## config.mk

```make
export PLATFORM = sky130hd
export DESIGN_NAME = run_scheduler
export DESIGN_NICKNAME = d
export VERILOG_FILES = /design/src/rtl/run_scheduler.sv
export SDC_FILE = /design/constraint.sdc
export NUM_CORES = 1
export LEC_CHECK = 0
export BUFFER_PORTS_ARGS = -buffer_cell sky130_fd_sc_hd__buf_2
export CAP_MARGIN = 20
export CORE_MARGIN = 2
export CORE_UTILIZATION = 62
export CTS_CLUSTER_SIZE = 16
export DETAILED_ROUTE_END_ITERATION = 10
export GPL_ROUTABILITY_DRIVEN = 0
export GPL_TIMING_DRIVEN = 0
export HOLD_SLACK_MARGIN = 0.1
export PLACE_DENSITY = 0.83
export REMOVE_ABC_BUFFERS = 1
export SKIP_LAST_GASP = 1
export SLEW_MARGIN = 10
export SYNTH_ARGS = -nofsm -noshare
export SYNTH_HDL_FRONTEND = slang
export SYNTH_SLANG_ARGS = --single-unit
```

## constraint.sdc

```tcl
create_clock -name Clk -period 4.7 [get_ports Clk]
set_input_delay 0.94 -clock Clk [delete_from_list [all_inputs] [get_ports Clk]]
set_output_delay 0.94 -clock Clk [all_outputs]
set_load 0.01 [all_outputs]
```

## src/rtl/run_scheduler.sv

```systemverilog
// Arbitrates two four-phase requesters onto one core: init, launch, run with
// an ack-or-timeout bound, then a done handshake back to the granted requester.
module run_scheduler #(
  parameter int unsigned INIT_CYCLES = 2,
  parameter int unsigned TIMEOUT     = 16'd1000
) (
  input  logic        Clk,
  input  logic        Reset,
  input  logic        ReqA,
  input  logic        ReqB,
  input  logic [1:0]  PgmA,
  input  logic [1:0]  PgmB,
  output logic        CpuInit,
  output logic        CpuStart,
  output logic [1:0]  CpuPgm,
  input  logic        CpuAck,
  output logic        DoneA,
  output logic        DoneB,
  output logic        TimedOut,
  output logic [15:0] CycleCount,
  output logic        Owner
);

  typedef enum logic [2:0] {IDLE, INIT, LAUNCH, RUN, DONE} state_t;

  localparam logic [3:0]  INIT_LAST = 4'(INIT_CYCLES - 1);
  localparam logic [15:0] TIMEOUT_W = 16'(TIMEOUT);

  state_t      state, state_next;
  logic [3:0]  init_cnt;
  logic [15:0] run_cnt;
  logic        last_served;
  logic        done_first;
  logic        any_req;
  logic        grant_b;
  logic        owner_req;
  logic        run_timeout;

  assign any_req     = ReqA | ReqB;
  // On a tie the requester not served last wins.
  assign grant_b     = (ReqA && ReqB) ? ~last_served : ReqB;
  assign owner_req   = Owner ? ReqB : ReqA;
  assign run_timeout = ((run_cnt + 16'd1) == TIMEOUT_W);

  always_ff @(posedge Clk or negedge Reset) begin
    if (!Reset) state <= IDLE;
    else        state <= state_next;
  end

  // Done stays up on the first DONE cycle even if the request was withdrawn mid-run.
  always_comb begin
    state_next = state;
    CpuInit    = 1'b1;
    CpuStart   = 1'b0;
    DoneA      = 1'b0;
    DoneB      = 1'b0;
    case (state)
      IDLE: begin
        if (any_req) state_next = INIT;
      end
      INIT: begin
        CpuStart = 1'b1;
        if (init_cnt == INIT_LAST) state_next = LAUNCH;
      end
      LAUNCH: begin
        CpuInit    = 1'b0;
        CpuStart   = 1'b1;
        state_next = RUN;
      end
      RUN: begin
        CpuInit = 1'b0;
        if (CpuAck || run_timeout) state_next = DONE;
      end
      DONE: begin
        DoneA = ~Owner & (ReqA | done_first);
        DoneB =  Owner & (ReqB | done_first);
        if (!owner_req) state_next = IDLE;
      end
      default: state_next = IDLE;
    endcase
  end

  always_ff @(posedge Clk or negedge Reset) begin
    if (!Reset) begin
      init_cnt    <= 4'd0;
      run_cnt     <= 16'd0;
      last_served <= 1'b1;
      done_first  <= 1'b0;
      Owner       <= 1'b0;
      CpuPgm      <= 2'd0;
      CycleCount  <= 16'd0;
      TimedOut    <= 1'b0;
    end else begin
      case (state)
        IDLE: begin
          if (any_req) begin
            Owner       <= grant_b;
            last_served <= grant_b;
            CpuPgm      <= grant_b ? PgmB : PgmA;
            init_cnt    <= 4'd0;
          end
        end
        INIT:   init_cnt <= init_cnt + 4'd1;
        LAUNCH: run_cnt  <= 16'd0;
        RUN: begin
          // The counter holds at TIMEOUT-1 on abort, so it never reaches or wraps past TIMEOUT.
          if (CpuAck) begin
            CycleCount <= run_cnt;
            TimedOut   <= 1'b0;
            done_first <= 1'b1;
          end else if (run_timeout) begin
            CycleCount <= TIMEOUT_W;
            TimedOut   <= 1'b1;
            done_first <= 1'b1;
          end else begin
            run_cnt <= run_cnt + 16'd1;
          end
        end
        DONE:    done_first <= 1'b0;
        default: ;
      endcase
    end
  end

endmodule

```

======== Yosys cells after proc, flatten, opt, wreduce, memory -nomap -nowiden ========
Index checks and enable logic that the tools add are counted.
storage, ports and cells
  word-level logic and storage cells ...... 69
  bits of input ports ..................... 9
  bits in registers ....................... 45
  output and inout bits ................... 24
operators by class
  equality and inequality tests ........... 13
  bitwise gates (word level) .............. 7
  add/subtract/negate cells ............... 2
  reductions and logical operators ........ 15
  mux-type cells .......................... 23
operators by type and width
  cell                     count
  $mux W16                 4
  $pmux W16 S2             1
  $add A16 B1 Y16 const B  1
  $eq A16 B10 Y1 const B   1
  $pmux W3 S5              1
  $mux W3                  4
  $ne A2 B2 Y1 const B     6
  $mux W1                  9
  $pmux W4 S2              1
  $reduce_and A2 Y1        4
  $reduce_bool A2 Y1       4
  $eq A3 B2 Y1 const B     2
  $add A4 B1 Y4 const B    1
  $eq A4 B1 Y1 const B     1
  $mux W4                  1
  $reduce_and A4 Y1        1
  $reduce_or A2 Y1         2
  $eq A3 B1 Y1 const B     1
  $eq A3 B3 Y1 const B     1
  $logic_not A3 Y1         1
  $ne A3 B3 Y1 const B     1
  $or A1 B1 Y1             3
  $reduce_and A3 Y1        1
  $and A1 B1 Y1            2
  5 further kinds          6

======== Logic depth before layout (Yosys ltp) ========
Gate-level depths: netlist (run 1).
  depth after elaboration ................. 5
  gate-level depth with buffers ........... 9
  depth with buffers taken out ............ 8

======== Worst setup path before layout (run 1) ========
OpenSTA, ideal clock, no wires.
  path kind ............................... flip-flop to flip-flop
  start point ............................. register run_cnt[0]
  end point ............................... register CycleCount[11]
  slack ................................... 1.964 ns
  period minus slack after synthesis ...... 2.736 ns
  stages on the path, launching flop included .. 10
  arrival ................................. 2.615 ns
  cell sequence ........................... dfrtp_1 ha_1 nand3_2 or4_1 xor2_1 nand4_4 o41ai_4 nand3_2 buf_6 a22o_1
on the way
  cells in the longest elaborated chain, start to end .. 4
RTL lines
  item                                 line  source
  start, declared                      31    logic [15:0] run_cnt;
  start signal, assigned               116   run_cnt <= run_cnt + 16'd1;
  $add A16 B1 Y16                      43    assign run_timeout = ((run_cnt + 16'd1) == TIMEOUT_W);
  $eq A16 B10 Y1                       43
  $reduce_bool A2 Y1 (no source line)  -
  $reduce_and A2 Y1 (no source line)   -
  end signal, assigned                 108   CycleCount <= run_cnt;
  end, declared                        20    output logic [15:0] CycleCount,
No other way between the ends.
A chain may end at the register's enable or synchronous reset.

======== Worst setup path in the final report (run 1) ========
  start point ............................. register run_cnt[0]
  end point ............................... register CycleCount[10]
The elaborated chain is that of the path after synthesis.

==> metrics.csv, run 1 <==
metric,value,unit
synth_xor_area_share,1.70,%
drc,0,
cap_violations,0,
crit_arrival,3.82,ns
avgSynthCellArea,9.63,µm²
synth_adder_area_share,1.95,%
max_freq,0.276,GHz
cts_tree,yes,
start_util,64.3,%
ys_types,58,
rr_worst_depth,8,
ant_nets,0,
status,"complete, no violations",
slowest_delay,0.82,ns
crit_fanout,14,
num_vias,2170,
ff_latch_area,0.00113,mm²
vias_per_cell,6.46,
clk_pin_slew_worst_paths,0.09,ns
synth_compound_area_share,21.8,%
crit_path_top_delay_cell,o41ai_4,
yosys.area.top_type_share,42.8,%
path_cells,ha_1 > nand3_2 > or4_1 > xor2_1 > nand4_4 > o41ai_4 > nand3_2 > a22o_1,
ir_drop,0.000283,V
tightest_slew,0.882,ns
path_common_cell,nand3_2,
synth_seq_area_share,43.8,%
finClkSkew,0.00484,ns
synth_top_cells_by_area,"dfrtp_1 43%, a22o_1 5.1%, nand3_1 3.5%",
postSynthCellCount,267,
nets,298,
clk_latency,0.31,ns
hp-class,reg -> reg,
yosysWarningCount,0,
fin_crit_sh,77.2,%
grt_overflow,0,
fillers,311,
postCtsSetupBuffers,0,
gr-usage-all-layers,25.3,%
post_dp_cell_area,0.00268,mm²
drt-initial-drc-count,265,
dieWidth,68.4,µm
synth_edf_count,0,
first_pass_iters,5,
synth_top_family_by_area,simple AND/OR/NAND/NOR gates,
synthFlopType,dfrtp_1,
cts_resized,0,
hold_viol,0,
endpoint_kind,flip-flop,
synth-seq-cells,45,
die_y,68.4,µm
layout_commonest_cell,dfrtp_1,
synth_mux_area_share,2.87,%
maxSlewViolCount,0,
p_leak,1.19,nW
antenna_found_initial,0,
multi_input_area,0.00131,mm²
rsz0062_at_grt,false,
drive_above_1_share,20.3,%
syn_to_final_growth,9.97,%
synthArstFlopShare,100,%
power.density,496,mW/mm²
syn_area,0.00257,mm²
hold_depth,2,
holdBufCountCts,0,
drt-total-wl,5.58,mm
rows,23,
root_buffer,clkbuf_8,
io_pins,33,
final_area,0.00283,mm²
worst_hold_slack,0.485,ns
tns,0,ns
crit_type,reg -> reg,
grt_pass1_vias,1883,
min_period,3.63,ns
dp_hpwl,3.56,mm
die_area,0.00468,mm²
crit_required,4.89,ns
cts_sinks,45,
routedWlPerCell,16.6,µm
cts_made_buffers,5,
synth-simple-area-share,22.6,%
grt_pass1_wl,8.84,mm
core,0.00400,mm²
finalSetupViolCount,0,
clock_tree.buffer_depth,2,
max_slew_margin,40.9,%
grt_max_degree,46,
portBuffers,32,
htreeDepth,2,
layout_common_cells,"44 x dfrtp_1, 32 x buf_2, 19 x nand2_1",
diodes,0,
yosysTopAreaCell,dfrtp_1,
cp-start-kind,flip-flop,
[layer usage]
layer | wire [µm] | vias up | part of all wire (%) | global-route usage, %
met5 | 0 | - | 0 | 0
li1 | - | 1038 | - | -
met2 | 2640 | 76 | 47 | 39.7
met3 | 310 | 14 | 5.6 | 4.61
met4 | 131 | 0 | 2.3 | 12.5
met1 | 2500 | 1042 | 45 | 33.5
[power breakdown]
part | switching [W] | total (W) | leakage, nW | internal, W
combinational | 0.000306 | 0.000538 | 0.562 | 0.000231
sequential | 0.000127 | 0.000621 | 0.581 | 0.000494
clock | 0.000140 | 0.000246 | 0.0445 | 0.000106
total | 0.000573 | 0.00140 | 1.19 | 0.000831
[path summary, 6_finish.rpt]
path,from,slack (ns),endpoint
worst min register to register,CpuPgm[1],0.49,CpuPgm[1]
worst max-delay path,run_cnt[0],1.07,CycleCount[10]
worst max register to register,run_cnt[0],1.07,CycleCount[10]
min in group asynchronous,Reset,0.59,Owner
max in group asynchronous,Reset,3.55,last_served
worst min-delay path,CpuPgm[1],0.49,CpuPgm[1]
[cell usage after synthesis (4+ instances only)]
| cell | instances |
|---|---|
| nand2_1 | 19 |
| mux2i_1 | 4 |
| clkbuf_1 | 12 |
| o21ai_0 | 11 |
| a21oi_1 | 12 |
| buf_2 | 4 |
| inv_1 | 6 |
| nor3_1 | 12 |
| nand4_1 | 6 |
| o22a_1 | 5 |
| nor3b_1 | 5 |
| a31oi_1 | 5 |
| a22o_1 | 15 |
| buf_4 | 4 |
| nor2_1 | 18 |
| nand3_1 | 18 |
| and3_1 | 4 |
| ha_1 | 4 |
| dfrtp_1 | 44 |
[kinds of logic (layout without fill, tap and decap cells)]
logic type	count (synthesis)	in the layout
buffers and inverters	29	48
AND/OR/NAND/NOR	104	104
multiplexers	7	7
AO/OA/AOI/OAI	73	73
flip-flops	45	45
adder cells (fa/ha/maj)	4	4
XOR/XNOR	5	5
[flip-flops by register name (all words and copies together), names as in the netlist]
name,count
CpuPgm,2
TimedOut,1
state,3
run_cnt,16
done_first,1
last_served,1
Owner,1
init_cnt,4
CycleCount,16
[cell type report]
cell class	instances	area share (%)
Clock buffer	5	2.43
Clock inverter	3	0.752
Inverter	6	0.796
Multi-Input combinational cell	193	46.4
Sequential cell	45	39.8
Tap cell	50	2.21
Timing Repair Buffer	34	7.61
[metrics by stage]
step	worst slack [ns]	std cells	utilization, %	power, W
after floorplan	1.70	244	-	0.000960
after global placement	0.987	326	67.0	0.00112
after detailed placement	1.11	326	67.1	0.00114
after CTS	1.07	334	69.3	0.00138
after global routing	0.853	336	70.7	0.00151
final	1.07	336	70.7	0.00140
[critical path, delay by kind of cell (launching register included)]
kind	cells	cell delay, ns
xor+xnor	1	0.26
compound gates	2	1.19
simple gates	4	1.23
flops	1	0.51
fa+ha+maj	1	0.33
No activity file was read; power rests on OpenSTA's default activity.
==> run 2: changes to the inputs <==
- CORE_UTILIZATION: 62 -> 58
- PLACE_DENSITY: 0.83 -> 0.78
- clock period: 4.7 -> 3.8 ns (I/O delays scaled with it)
==> run 2 against run 1 <==
Global-route usage is 3.7 points lower. Combinational power is 20% higher. Wire length is 2.1% lower. Sequential share of layout area is 0.14 points higher. Critical endpoint is now CycleCount[12].
==> metrics.csv, run 2 (same netlist as run 1, synthesis figures left out) <==
metric,value,unit,change
postCtsSetupBuffers,0,,unchanged
power.density,613,mW/mm²,+23%
dieWidth,70.6,µm,+3.2%
hold_viol,0,,unchanged
layout.cells.non_filler,338,,+0.60%
htreeDepth,2,,unchanged
drt-initial-drc-count,102,,-62%
cp-start-kind,flip-flop,,
ant_nets,0,,unchanged
crit_path_top_delay_cell,o41ai_4,,
first_pass_iters,4,,-1
crit_required,3.99,ns,-0.90 ns
cts_sinks,45,,unchanged
core,0.00432,mm²,+8.1%
crit_type,reg -> reg,,
holdBufCountCts,0,,unchanged
rrSetupSlack,0.25,ns,-0.82 ns
clock_tree.buffer_depth,2,,unchanged
tns,0,ns,unchanged
max_freq,0.282,GHz,+2.3%
rows,24,,+4.3%
largest_registers,"CycleCount (16), run_cnt (16), init_cnt (4)",,
ir_drop,0.000480,V,+70%
min_period,3.55,ns,-0.0831 ns
io_pins,33,,unchanged
syn_to_final_growth,9.58,%,
finClkSkew,0.00806,ns,+0.00321 ns
path_delay_family,simple AND/OR/NAND/NOR gates,,
cap_violations,0,,unchanged
drt-total-wl,5.47,mm,-2.1%
r2r_end,CycleCount[12],,
endpoint_kind,flip-flop,,
start_util,59.5,%,-4.8 points
nets,298,,unchanged
path_buf_inv,0,,unchanged
finalSetupViolCount,0,,unchanged
fin_crit_sh,93.3,%,+16 points
multi_input_area,0.00131,mm²,unchanged
fillers,366,,+18%
rr_worst_depth,8,,unchanged
root_buffer,clkbuf_8,,
grt_pass1_vias,1886,,+0.16%
tightest_slew,0.918,ns,+0.0357 ns
crit_arrival,3.74,ns,-0.08 ns
die_area,0.00498,mm²,+6.5%
grt_max_degree,46,,unchanged
grt_pass1_wl,8.63,mm,-2.3%
ff_latch_area,0.00113,mm²,unchanged
drive_above_1_share,20.3,%,unchanged
cts_made_buffers,5,,unchanged
gr-usage-all-layers,21.6,%,-3.7 points
r2r-start,run_cnt[0],,
hp-class,in -> async,,
slowest_delay,0.79,ns,-0.03 ns
rsz0062_at_grt,false,,
portBuffers,32,,unchanged
antenna_found_initial,0,,unchanged
max_slew_margin,38.5,%,-2.4 points
status,"complete, no violations",,
dpl.cell_count,328,,+0.61%
cts_resized,0,,unchanged
maxSlewViolCount,0,,unchanged
vias_per_cell,6.36,,-1.6%
layout_commonest_cell,dfrtp_1,,
dp_hpwl,3.53,mm,-0.85%
clk_latency,0.30,ns,about the same
grt_overflow,0,,unchanged
clk_pin_slew_worst_paths,0.09,ns,about the same
die_y,70.6,µm,+3.2%
cts_tree,yes,,
path_common_cell,nand3_2,,
layout_common_cells,"44 x dfrtp_1, 32 x buf_2, 19 x nand2_1",,
routedWlPerCell,16.2,µm,-2.6%
diodes,0,,unchanged
num_vias,2148,,-1.0%
path_cells,ha_1 > nand3_2 > or4_1 > xor2_1 > nand4_4 > o41ai_4 > nand3_2 > a22o_1,,
crit_fanout,14,,unchanged
p_leak,1.18,nW,-0.48%
drc,0,,unchanged
==> run 2: worst max path at each step <==
| stage | to | cells past startpoint | start | slack [ns] |
|---|---|---|---|---|
| after global placement | CycleCount[1] | 8 | run_cnt[0] | 0.27 |
| after CTS | CycleCount[1] | 8 | run_cnt[0] | 0.22 |
| after global routing | CycleCount[1] | 8 | run_cnt[0] | 0.04 |
| after detailed placement | CycleCount[12] | 8 | run_cnt[0] | 0.26 |
| final | CycleCount[12] | 8 | run_cnt[0] | 0.25 |
| after floorplan | CycleCount[4] | 8 | run_cnt[0] | 0.80 |
==> run 2: per-stage QoR <==
| step | area [µm²] | hold WS [ns] | util [%] | worst slack, ns | total power [W] |
|---|---|---|---|---|---|
| after CTS | 2780 | 0.488 | 64.2 | 0.223 | 0.00171 |
| after detailed placement | 2690 | 0.468 | 62.1 | 0.258 | 0.00141 |
| after global routing | 2820 | 0.469 | 65.2 | 0.0354 | 0.00184 |
| after global placement | 2680 | 0.460 | 62.1 | 0.265 | 0.00138 |
| final | 2820 | 0.435 | 65.2 | 0.254 | 0.00173 |
| after floorplan | 2460 | 0.458 | - | 0.799 | 0.00119 |
==> run 2: layout make-up <==
type                    instances  share of cell area (%)
well taps                      52                    2.31
flip-flops and latches         45                    40.0
multi-input cells             193                    46.5
clock buffers                   5                    2.44
inverters                       6                   0.799
clock inverters                 3                   0.755
repair buffers                 34                    7.19
==> run 2: routing by layer <==
layer | track usage (%) | vias to the layer above | part of all wire, %
li1 | - | 1040 | -
met1 | 29.0 | 1027 | 46
met2 | 34.9 | 70 | 47
met3 | 4.42 | 11 | 5.2
met4 | 8.18 | 0 | 1.6
met5 | 0 | - | 0
==> run 2: power breakdown <==
part | internal, W | switching [W]
clock | 0.000130 | 0.000169
combinational | 0.000275 | 0.000371
sequential | 0.000611 | 0.000171
